`src/rtl/ibex_vec_ex_seq.sv`:
```
// ibex_vec_ex_seq: multi-beat vector integer execute sequencer.
// Accepts one vector operation (ADD/SUB/AND/OR/XOR/MIN/MAX/REDSUM) at a time,
// processes it 32*LANES bits per beat over NBEATS beats, then holds the result
// until the consumer takes it.
// Ports:
//   clk_i, rst_ni            clock, asynchronous active-low reset
//   valid_i/ready_o          operation offer / block idle and able to accept
//   op_i, vsew_i, vl_i       operation code, element width, active element count
//   vs1_i, vs2_i, vd_old_i   source operands and old destination value
//   kill_i                   synchronous flush, highest priority
//   valid_o/ready_i          result valid / consumer accepts
//   result_o, illegal_o      result vector, illegal-operation flag (with valid_o)
module ibex_vec_ex_seq #(
  parameter int unsigned VLEN  = 128,
  parameter int unsigned LANES = 1
) (
  input  logic                       clk_i,
  input  logic                       rst_ni,
  input  logic                       valid_i,
  output logic                       ready_o,
  input  logic [2:0]                 op_i,
  input  logic [1:0]                 vsew_i,
  input  logic [$clog2(VLEN/8):0]    vl_i,
  input  logic [VLEN-1:0]            vs1_i,
  input  logic [VLEN-1:0]            vs2_i,
  input  logic [VLEN-1:0]            vd_old_i,
  input  logic                       kill_i,
  output logic                       valid_o,
  input  logic                       ready_i,
  output logic [VLEN-1:0]            result_o,
  output logic                       illegal_o
);

  localparam int unsigned NBEATS = VLEN / (32 * LANES);
  localparam int unsigned BW     = 32 * LANES;
  localparam int unsigned VLW    = $clog2(VLEN/8) + 1;
  localparam int unsigned CW     = (NBEATS > 1) ? $clog2(NBEATS) : 1;
  localparam logic [VLW-1:0] VLMAX8  = VLW'(VLEN/8);
  localparam logic [VLW-1:0] VLMAX16 = VLW'(VLEN/16);
  localparam logic [VLW-1:0] VLMAX32 = VLW'(VLEN/32);

  typedef enum logic [1:0] {IDLE, EXEC, DONE} state_e;

  state_e           state_q, state_d;
  logic [2:0]       op_q;
  logic [1:0]       sew_q;
  logic [VLW-1:0]   vl_q;
  logic [VLEN-1:0]  vs1_q, vs2_q;
  logic [VLEN-1:0]  result_q, result_d;
  logic [CW-1:0]    cnt_q;
  logic [31:0]      acc_q, acc_d;
  logic             illegal_q;

  logic             accept, skip, last_beat;
  logic [VLW-1:0]   vlmax, vl_eff;
  logic [BW-1:0]    s1, s2, sd, beat_res;
  logic [31:0]      bsum, red, r;

  // Upper operand bits are zero, so ADD/SUB wrap correctly once truncated to SEW.
  function automatic logic [31:0] elem_op(input logic [2:0] op, input logic [1:0] sew,
                                          input logic [31:0] a, input logic [31:0] b);
    logic signed [31:0] sa, sb;
    logic [31:0]        res;
    case (sew)
      2'b00:   begin sa = {{24{a[7]}},  a[7:0]};  sb = {{24{b[7]}},  b[7:0]};  end
      2'b01:   begin sa = {{16{a[15]}}, a[15:0]}; sb = {{16{b[15]}}, b[15:0]}; end
      default: begin sa = a;                      sb = b;                      end
    endcase
    case (op)
      3'd0:    res = a + b;
      3'd1:    res = a - b;
      3'd2:    res = a & b;
      3'd3:    res = a | b;
      3'd4:    res = a ^ b;
      3'd5:    res = (sa < sb) ? a : b;
      3'd6:    res = (sa > sb) ? a : b;
      default: res = a;
    endcase
    return res;
  endfunction

  always_comb begin
    case (vsew_i)
      2'b00:   vlmax = VLMAX8;
      2'b01:   vlmax = VLMAX16;
      default: vlmax = VLMAX32;
    endcase
    vl_eff = (vl_i > vlmax) ? vlmax : vl_i;
  end

  assign skip      = (vsew_i == 2'b11) || (vl_eff == '0);
  assign accept    = valid_i && ready_o && !kill_i;
  assign last_beat = (cnt_q == CW'(NBEATS-1));

  // State register
  always_ff @(posedge clk_i or negedge rst_ni) begin
    if (!rst_ni) state_q <= IDLE;
    else         state_q <= state_d;
  end

  // Next-state logic
  always_comb begin
    state_d = state_q;
    if (kill_i) begin
      state_d = IDLE;
    end else begin
      case (state_q)
        IDLE:    if (valid_i) state_d = skip ? DONE : EXEC;
        EXEC:    if (last_beat) state_d = DONE;
        DONE:    if (ready_i) state_d = IDLE;
        default: state_d = IDLE;
      endcase
    end
  end

  // Output logic
  always_comb begin
    ready_o   = (state_q == IDLE);
    valid_o   = (state_q == DONE);
    illegal_o = illegal_q;
    result_o  = result_q;
  end

  // Beat datapath: current slice of each operand, elementwise result and
  // partial reduction sum of the active elements in this slice.
  always_comb begin
    s1 = '0;
    s2 = '0;
    sd = '0;
    for (int unsigned b = 0; b < NBEATS; b++) begin
      if (cnt_q == CW'(b)) begin
        s1 = vs1_q[b*BW +: BW];
        s2 = vs2_q[b*BW +: BW];
        sd = result_q[b*BW +: BW];
      end
    end
    beat_res = sd;
    bsum     = '0;
    r        = '0;
    case (sew_q)
      2'b00: begin
        for (int unsigned e = 0; e < BW/8; e++) begin
          if ((32'(cnt_q) * (BW/8) + e) < 32'(vl_q)) begin
            r = elem_op(op_q, sew_q, 32'(s2[e*8 +: 8]), 32'(s1[e*8 +: 8]));
            beat_res[e*8 +: 8] = r[7:0];
            bsum = bsum + 32'(s2[e*8 +: 8]);
          end
        end
      end
      2'b01: begin
        for (int unsigned e = 0; e < BW/16; e++) begin
          if ((32'(cnt_q) * (BW/16) + e) < 32'(vl_q)) begin
            r = elem_op(op_q, sew_q, 32'(s2[e*16 +: 16]), 32'(s1[e*16 +: 16]));
            beat_res[e*16 +: 16] = r[15:0];
            bsum = bsum + 32'(s2[e*16 +: 16]);
          end
        end
      end
      default: begin
        for (int unsigned e = 0; e < BW/32; e++) begin
          if ((32'(cnt_q) * (BW/32) + e) < 32'(vl_q)) begin
            r = elem_op(op_q, sew_q, s2[e*32 +: 32], s1[e*32 +: 32]);
            beat_res[e*32 +: 32] = r;
            bsum = bsum + s2[e*32 +: 32];
          end
        end
      end
    endcase

    acc_d = acc_q + bsum;
    case (sew_q)
      2'b00:   red = acc_d + 32'(vs1_q[7:0]);
      2'b01:   red = acc_d + 32'(vs1_q[15:0]);
      default: red = acc_d + vs1_q[31:0];
    endcase

    // result_q was preloaded with vd_old, so tail and non-element-0 REDSUM
    // positions are already correct and only active data is overwritten.
    result_d = result_q;
    if (op_q != 3'd7) begin
      for (int unsigned b = 0; b < NBEATS; b++) begin
        if (cnt_q == CW'(b)) result_d[b*BW +: BW] = beat_res;
      end
    end else if (last_beat) begin
      case (sew_q)
        2'b00:   result_d[7:0]  = red[7:0];
        2'b01:   result_d[15:0] = red[15:0];
        default: result_d[31:0] = red;
      endcase
    end
  end

  always_ff @(posedge clk_i or negedge rst_ni) begin
    if (!rst_ni) begin
      op_q      <= '0;
      sew_q     <= '0;
      vl_q      <= '0;
      vs1_q     <= '0;
      vs2_q     <= '0;
      result_q  <= '0;
      cnt_q     <= '0;
      acc_q     <= '0;
      illegal_q <= 1'b0;
    end else if (accept) begin
      op_q      <= op_i;
      sew_q     <= vsew_i;
      vl_q      <= vl_eff;
      vs1_q     <= vs1_i;
      vs2_q     <= vs2_i;
      result_q  <= vd_old_i;
      cnt_q     <= '0;
      acc_q     <= '0;
      illegal_q <= (vsew_i == 2'b11);
    end else if (state_q == EXEC && !kill_i) begin
      result_q  <= result_d;
      acc_q     <= acc_d;
      cnt_q     <= cnt_q + 1'b1;
    end
  end

endmodule

```
`config.mk`:
```
export PLATFORM = sky130hd
export DESIGN_NAME = ibex_vec_ex_seq
export DESIGN_NICKNAME = d
export VERILOG_FILES = /design/src/rtl/ibex_vec_ex_seq.sv
export SDC_FILE = /design/constraint.sdc
export NUM_CORES = 2
export LEC_CHECK = 0
export ABC_AREA = 1
export CAP_MARGIN = 15
export CORE_ASPECT_RATIO = 0.6
export CORE_MARGIN = 4
export CORE_UTILIZATION = 32
export CTS_BUF_LIST = sky130_fd_sc_hd__clkbuf_4
export DETAILED_ROUTE_END_ITERATION = 7
export GPL_TIMING_DRIVEN = 0
export PLACE_DENSITY_LB_ADDON = 0.25
export SLEW_MARGIN = 20
export SYNTH_ARGS = -nofsm -noshare
export SYNTH_HDL_FRONTEND = slang
export SYNTH_SLANG_ARGS = --single-unit
export TNS_END_PERCENT = 50
```
`constraint.sdc`:
```
create_clock -name clk_i -period 12.2 [get_ports clk_i]
set_input_delay 2.44 -clock clk_i [delete_from_list [all_inputs] [get_ports clk_i]]
set_output_delay 2.44 -clock clk_i [all_outputs]
set_load 0.005 [all_outputs]
```
== Yosys cells after proc, flatten, opt, wreduce, memory -nomap -nowiden ==
Cells that the tools add are included.

* $add $sub $neg: 27
* $lt $le $gt $ge: 22
* Eq/ne operators: 21
* Muxes and demuxes: 104
* Bitwise gates (word level): 21
* Reduce and logical (&&, ||, !) cells: 25

{| class="wikitable"
|+ Operators with widths
! kind !! number
|-
| 32-bit two-way mux || 59
|-
| 128-bit two-way mux || 2
|-
| 32-bit > comparator || 7
|-
| 32-bit less-than comparator || 7
|-
| 16-bit case mux with 7 select lines || 2
|-
| 32-bit case mux with 7 select lines || 1
|-
| 8-bit case mux with 7 select lines || 4
|-
| 32-bit case mux with 2 select lines || 3
|-
| 32-bit by 8-bit adder with 32-bit output || 4
|-
| 16-bit two-way mux || 8
|-
| 8-bit two-way mux || 14
|-
| 32-bit adder || 3
|-
| 96-bit two-way mux || 1
|-
| 32-bit by 16-bit adder with 32-bit output || 2
|-
| 16-bit adder || 2
|-
| 8-bit adder || 4
|-
| 16-bit bitwise AND || 2
|-
| 32-bit bitwise AND || 1
|-
| 8-bit bitwise AND || 4
|-
| 16-bit OR || 2
|-
| 32-bit OR || 1
|-
| 8-bit OR || 4
|-
| 16-bit subtractor || 2
|-
| 32-bit subtractor || 1
|-
| 36 further kinds || 80
|}

* Bits in registers: 431
* Input port bits: 399
* Output and inout bits: 131

== Depth between registers and ports, before layout ==
* Depth after elaboration: 24
* Mapped depth: 64
* Mapped depth without buffers: 61

== Least setup slack after synthesis ==
OpenSTA, ideal clock, no wires.

* Path kind: register to register
* Start point: register cnt_q[0]
* End point: register result_q[31] (netlist: result_o[31])
* Setup time: 0.077 ns
* Arrival time: 8.490 ns
* Path slack: 3.633 ns
* Stages on the path, launching flop included: 47
* Path through: dfrtp_1 inv_1 ha_1 buf_2 buf_4 buf_4 clkbuf_1 a21oi_1 o21ai_0 o21ai_1 inv_1 ha_1 inv_1 fa_1 o21ai_0 inv_1 fa_1 o21ai_0 [11 not listed] a31oi_1 o21ai_0 a21oi_1 o21bai_1 xnor2_1 inv_1 ha_1 nand2_1 o21ai_0 a21oi_1 o221a_2 nand3_1 nand2_1 nand2_1 nand2_1 o21ai_0 nor2_1 a21oi_1

* Cells in the longest elaborated chain, start to end: 24

{| class="wikitable"
|+ Ends and longest elaborated chain
! what !! RTL line !! source
|-
| start: declaration || 50 || <nowiki>logic [CW-1:0] cnt_q;</nowiki>
|-
| start signal: assignment || 217 || <nowiki>cnt_q <= cnt_q + 1'b1;</nowiki>
|-
| 2-bit zero test || 131, 182 ||
|-
| 32-bit two-way mux (4 in series) || 131 || <nowiki>if (cnt_q == CW'(b)) begin</nowiki>
|-
| 8-bit two-way mux || 143 || <nowiki>if ((32'(cnt_q) * (BW/8) + e) < 32'(vl_q)) begin</nowiki>
|-
| 32-bit two-way mux || 140 || <nowiki>case (sew_q)</nowiki>
|-
| 32-bit by 8-bit adder with 32-bit output || 146 || <nowiki>bsum = bsum + 32'(s2[e*8 +: 8]);</nowiki>
|-
| 32-bit two-way mux || 143 ||
|-
| 32-bit two-way mux || 140 ||
|-
| 32-bit by 8-bit adder with 32-bit output || 146 ||
|-
| [5 not listed] || n/a ||
|-
| 32-bit adder || 170 || <nowiki>acc_d = acc_q + bsum;</nowiki>
|-
| 32-bit adder, or another cell as far along || 174 || <nowiki>default: red = acc_d + vs1_q[31:0];</nowiki>
|-
| 32-bit case mux with 2 select lines || 171 || <nowiki>case (sew_q)</nowiki>
|-
| 16-bit two-way mux || 185 || <nowiki>case (sew_q)</nowiki>
|-
| 32-bit two-way mux || 184 || <nowiki>end else if (last_beat) begin</nowiki>
|-
| 32-bit two-way mux || 180 || <nowiki>if (op_q != 3'd7) begin</nowiki>
|-
| 128-bit two-way mux || 214 || <nowiki>end else if (state_q == EXEC && !kill_i) begin</nowiki>
|-
| 128-bit two-way mux || 204 || <nowiki>end else if (accept) begin</nowiki>
|-
| end signal: assignment || 210 || <nowiki>result_q <= vd_old_i;</nowiki>
|-
| end signal: assignment || 215 || <nowiki>result_q <= result_d;</nowiki>
|-
| end: declaration || 49 || <nowiki>logic [VLEN-1:0] result_q, result_d;</nowiki>
|}

Several ways; a longest one is shown, not always the timed one. The select of a mux whose other input is x is not followed.
A chain may end at the register's enable or synchronous reset.

== Worst setup path after layout ==
* Start point: register cnt_q[0]
* End point: register result_q[30] (netlist: result_o[30])

The elaborated chain is that of the path after synthesis.

==> flow_summary.json <==
{
  "grt_pass1_wl_um": 333000,
  "fp.dieW_um": 452,
  "clock_skew_ns": 0.157,
  "slew_headroom_pct": 11.5,
  "synth_area_leaders": "dfrtp_1, nand2_1, ha_1, a21oi_1, o21ai_0",
  "period_share_pct": 96.2,
  "ioPinCount": 530,
  "dieHeight_um": 275,
  "fillCellCount": 12591,
  "gr-usage-met1_pct": 58.2,
  "cts_sinks": 431,
  "yosysMostFrequentCell": "nand2_1",
  "slew_violations": 0,
  "cts_tree": "yes",
  "core_um2": 117000,
  "worstMarginPinSlew_ns": 1.32,
  "rsz0062_at_grt": "false",
  "overflow": 0,
  "clk_pin_slew_ns": 0.08,
  "post-route-util_pct": 40.4,
  "cp_data_arrival_time_ns": 12.60,
  "grt_busiest_layer": "met1",
  "critPathKind": "reg2reg",
  "whs_ns": 0.473,
  "routedWlPerCell_um": 29.8,
  "gp_congestion": 1.09,
  "yosysTopAreaCellShare_pct": 28.5,
  "layout-drive-gt1-share_pct": 5.48,
  "synth_cells": 5856,
  "hp-class": "reg2reg",
  "cp_max_fo": 10,
  "drtIter0Drc": 7798,
  "endpoint_kind": "flip-flop",
  "tns_ns": 0,
  "endpoint": "result_o[30]",
  "drt-total-wl_um": 244000,
  "met3_usage_pct": 14.3,
  "first_pass_iters": 8,
  "yosys_most_used_dff": "dfrtp_1",
  "numCtsBuffers": 108,
  "root_buffer": "clkbuf_4",
  "cap_viol_max_count": 0,
  "yosysTopAreaCell": "dfrtp_1",
  "layout.cells.non_filler": 8209,
  "failed_checks": "design-rule violations",
  "portBuffers": 529,
  "area_growth_pct": 24.7,
  "htreeDepth": 3,
  "ant_nets": 0,
  "cts_hold_buf": 0,
  "status": "finished, violations left",
  "yosys-top-cells-count": "nand2_1, a21oi_1, nor2_1, inv_1, dfrtp_1",
  "hold_viol": 0,
  "synth_edf_count": 0,
  "synth_area_um2": 37900,
  "gr-usage-met2_pct": 47.6,
  "setup_viol": 0,
  "antenna_found_initial": 18,
  "viasPerCell": 5.83,
  "async_flop_share_pct": 100,
  "layout_min_cycle_time_ns": 11.74,
  "rr_worst_depth": 56,
  "drc_errors": 10,
  "yosys_warnings": 0,
  "grt_start_max_net_pins": 89,
  "r2r_slack_ns": 0.46,
  "placementRows": 97,
  "rr_endpoint": "result_o[30]",
  "fp.dieArea_um2": 124000,
  "vias": 47864,
  "critPathBufInv": 12,
  "clk_path_buf_depth": 3,
  "cp.depth": 56,
  "crit_family": "compound AO/OA/AOI/OAI gates",
  "cpPeakStageDelay_ns": 0.50,
  "startpoint_type": "flip-flop",
  "avgSynthCellArea_um2": 6.47,
  "fmax_ghz": 0.0852,
  "cp_common_cell": "a21oi_1",
  "nNetsFinal": 7204,
  "dp.cells": 7991,
  "r2r_start": "cnt_q[0]",
  "grt_pass1_vias": 42859,
  "dp.final_hpwl_um": 199000,
  "ys_seq_elements": 431,
  "initial_utilization_pct": 32.4,
  "critPathSlowestCell": "dfrtp_1",
  "grt.total_usage_pct": 37.8,
  "critical_path.startpoint": "cnt_q[0]",
  "synth_cell_types": 61,
  "ys_seq_area_share_pct": 28.5,
  "syn_nets": 6539,
  "worstSkewPairLatency_ns": 1.12,
  "crit_required_ns": 13.06
}
-- worst min-delay path, delay by kind of cell (launching register included) --
kind	cells	cell delay, ns
flops	1	0.34
simple gates	2	0.10
-- registers in the layout, indices dropped and copies added, names as in the netlist --
| name | cells |
|---|---|
| result_o | 128 |
| vs1_q | 128 |
| vs2_q | 128 |
| acc_q | 32 |
| vl_q | 5 |
| op_q | 3 |
| cnt_q | 2 |
| sew_q | 2 |
| state_q | 2 |
| illegal_o | 1 |
-- per-stage QoR --
step | setup slack (ns) | instance area (um2)
floorplan | 3.63 | 37900
global placement | -12.35 | 45200
detailed placement | -0.0844 | 45700
CTS | 0.0137 | 47100
global route | 0.0244 | 47200
finish | 0.458 | 47300
-- cells in the final DEF, fill, tap and decap left out, drive strengths merged, types with 23 or more instances in the layout --
| master | count |
|---|---|
| o31ai | 24 |
| o21ai | 454 |
| a31oi | 28 |
| nand3 | 302 |
| inv | 482 |
| a22oi | 36 |
| nor3 | 24 |
| a21oi | 674 |
| a22o | 23 |
| o21bai | 24 |
| xor2 | 82 |
| clkbuf | 361 |
| clkdlybuf4s50 | 528 |
| or2 | 28 |
| nor2 | 516 |
| dfrtp | 431 |
| clkinv | 55 |
| o211ai | 93 |
| nand2 | 1832 |
| ha | 274 |
| buf | 97 |
| nand4 | 48 |
-- layer usage --
layer  wire length (um)  part of all wire (%)  up-vias
li1                   -                     -    20927
met1             113000                    46    23175
met2              88100                    36     3408
met3              36600                    15      348
met4               6820                   2.8        6
met5                 46                 0.019        -
-- what timing repair did --
item                       CTS  global route
setup endpoints to repair    3            15
gates resized for setup      1            26
setup buffers                0             3
-- how the worst min path moves through the flow --
stage	startpoint	end	slack (ns)	cells after the start
2_1_floorplan	vs1_q[43]	vs1_q[43]	0.43	2
3_3_place_gp	vs1_q[43]	vs1_q[43]	0.45	2
3_5_place_dp	vs1_q[43]	vs1_q[43]	0.45	2
4_1_cts	vs1_q[43]	vs1_q[43]	0.47	2
5_1_grt	vs1_q[67]	vs1_q[67]	0.49	2
6_report	vs1_q[43]	vs1_q[43]	0.47	2
-- kinds of logic after synthesis --
family                   after synthesis  share of synthesized area [%]
AO/OA/AOI/OAI                       1480                           22.2
XOR/XNOR                              98                           2.26
adder cells (fa/ha/maj)              284                           9.57
buffers and inverters                778                           7.96
flip-flops                           431                           28.5
multiplexers                           1                         0.0264
AND/OR/NAND/NOR                     2784                           29.5
-- area by class of cell --
type,instances,area [um2],area share [%]
Tap cell,1584,1980,4.19
Multi-Input combinational cell,4647,24300,51.4
Inverter,496,1870,3.95
Antenna cell,20,50.0,0.106
Timing Repair Buffer,556,5700,12.1
Buffer,281,1170,2.48
Sequential cell,431,10800,22.8
Clock buffer,149,1120,2.37
Clock inverter,45,280,0.593
Power is not shown: default switching activity piles up to over one toggle a cycle in this logic, so the estimate is an artifact.
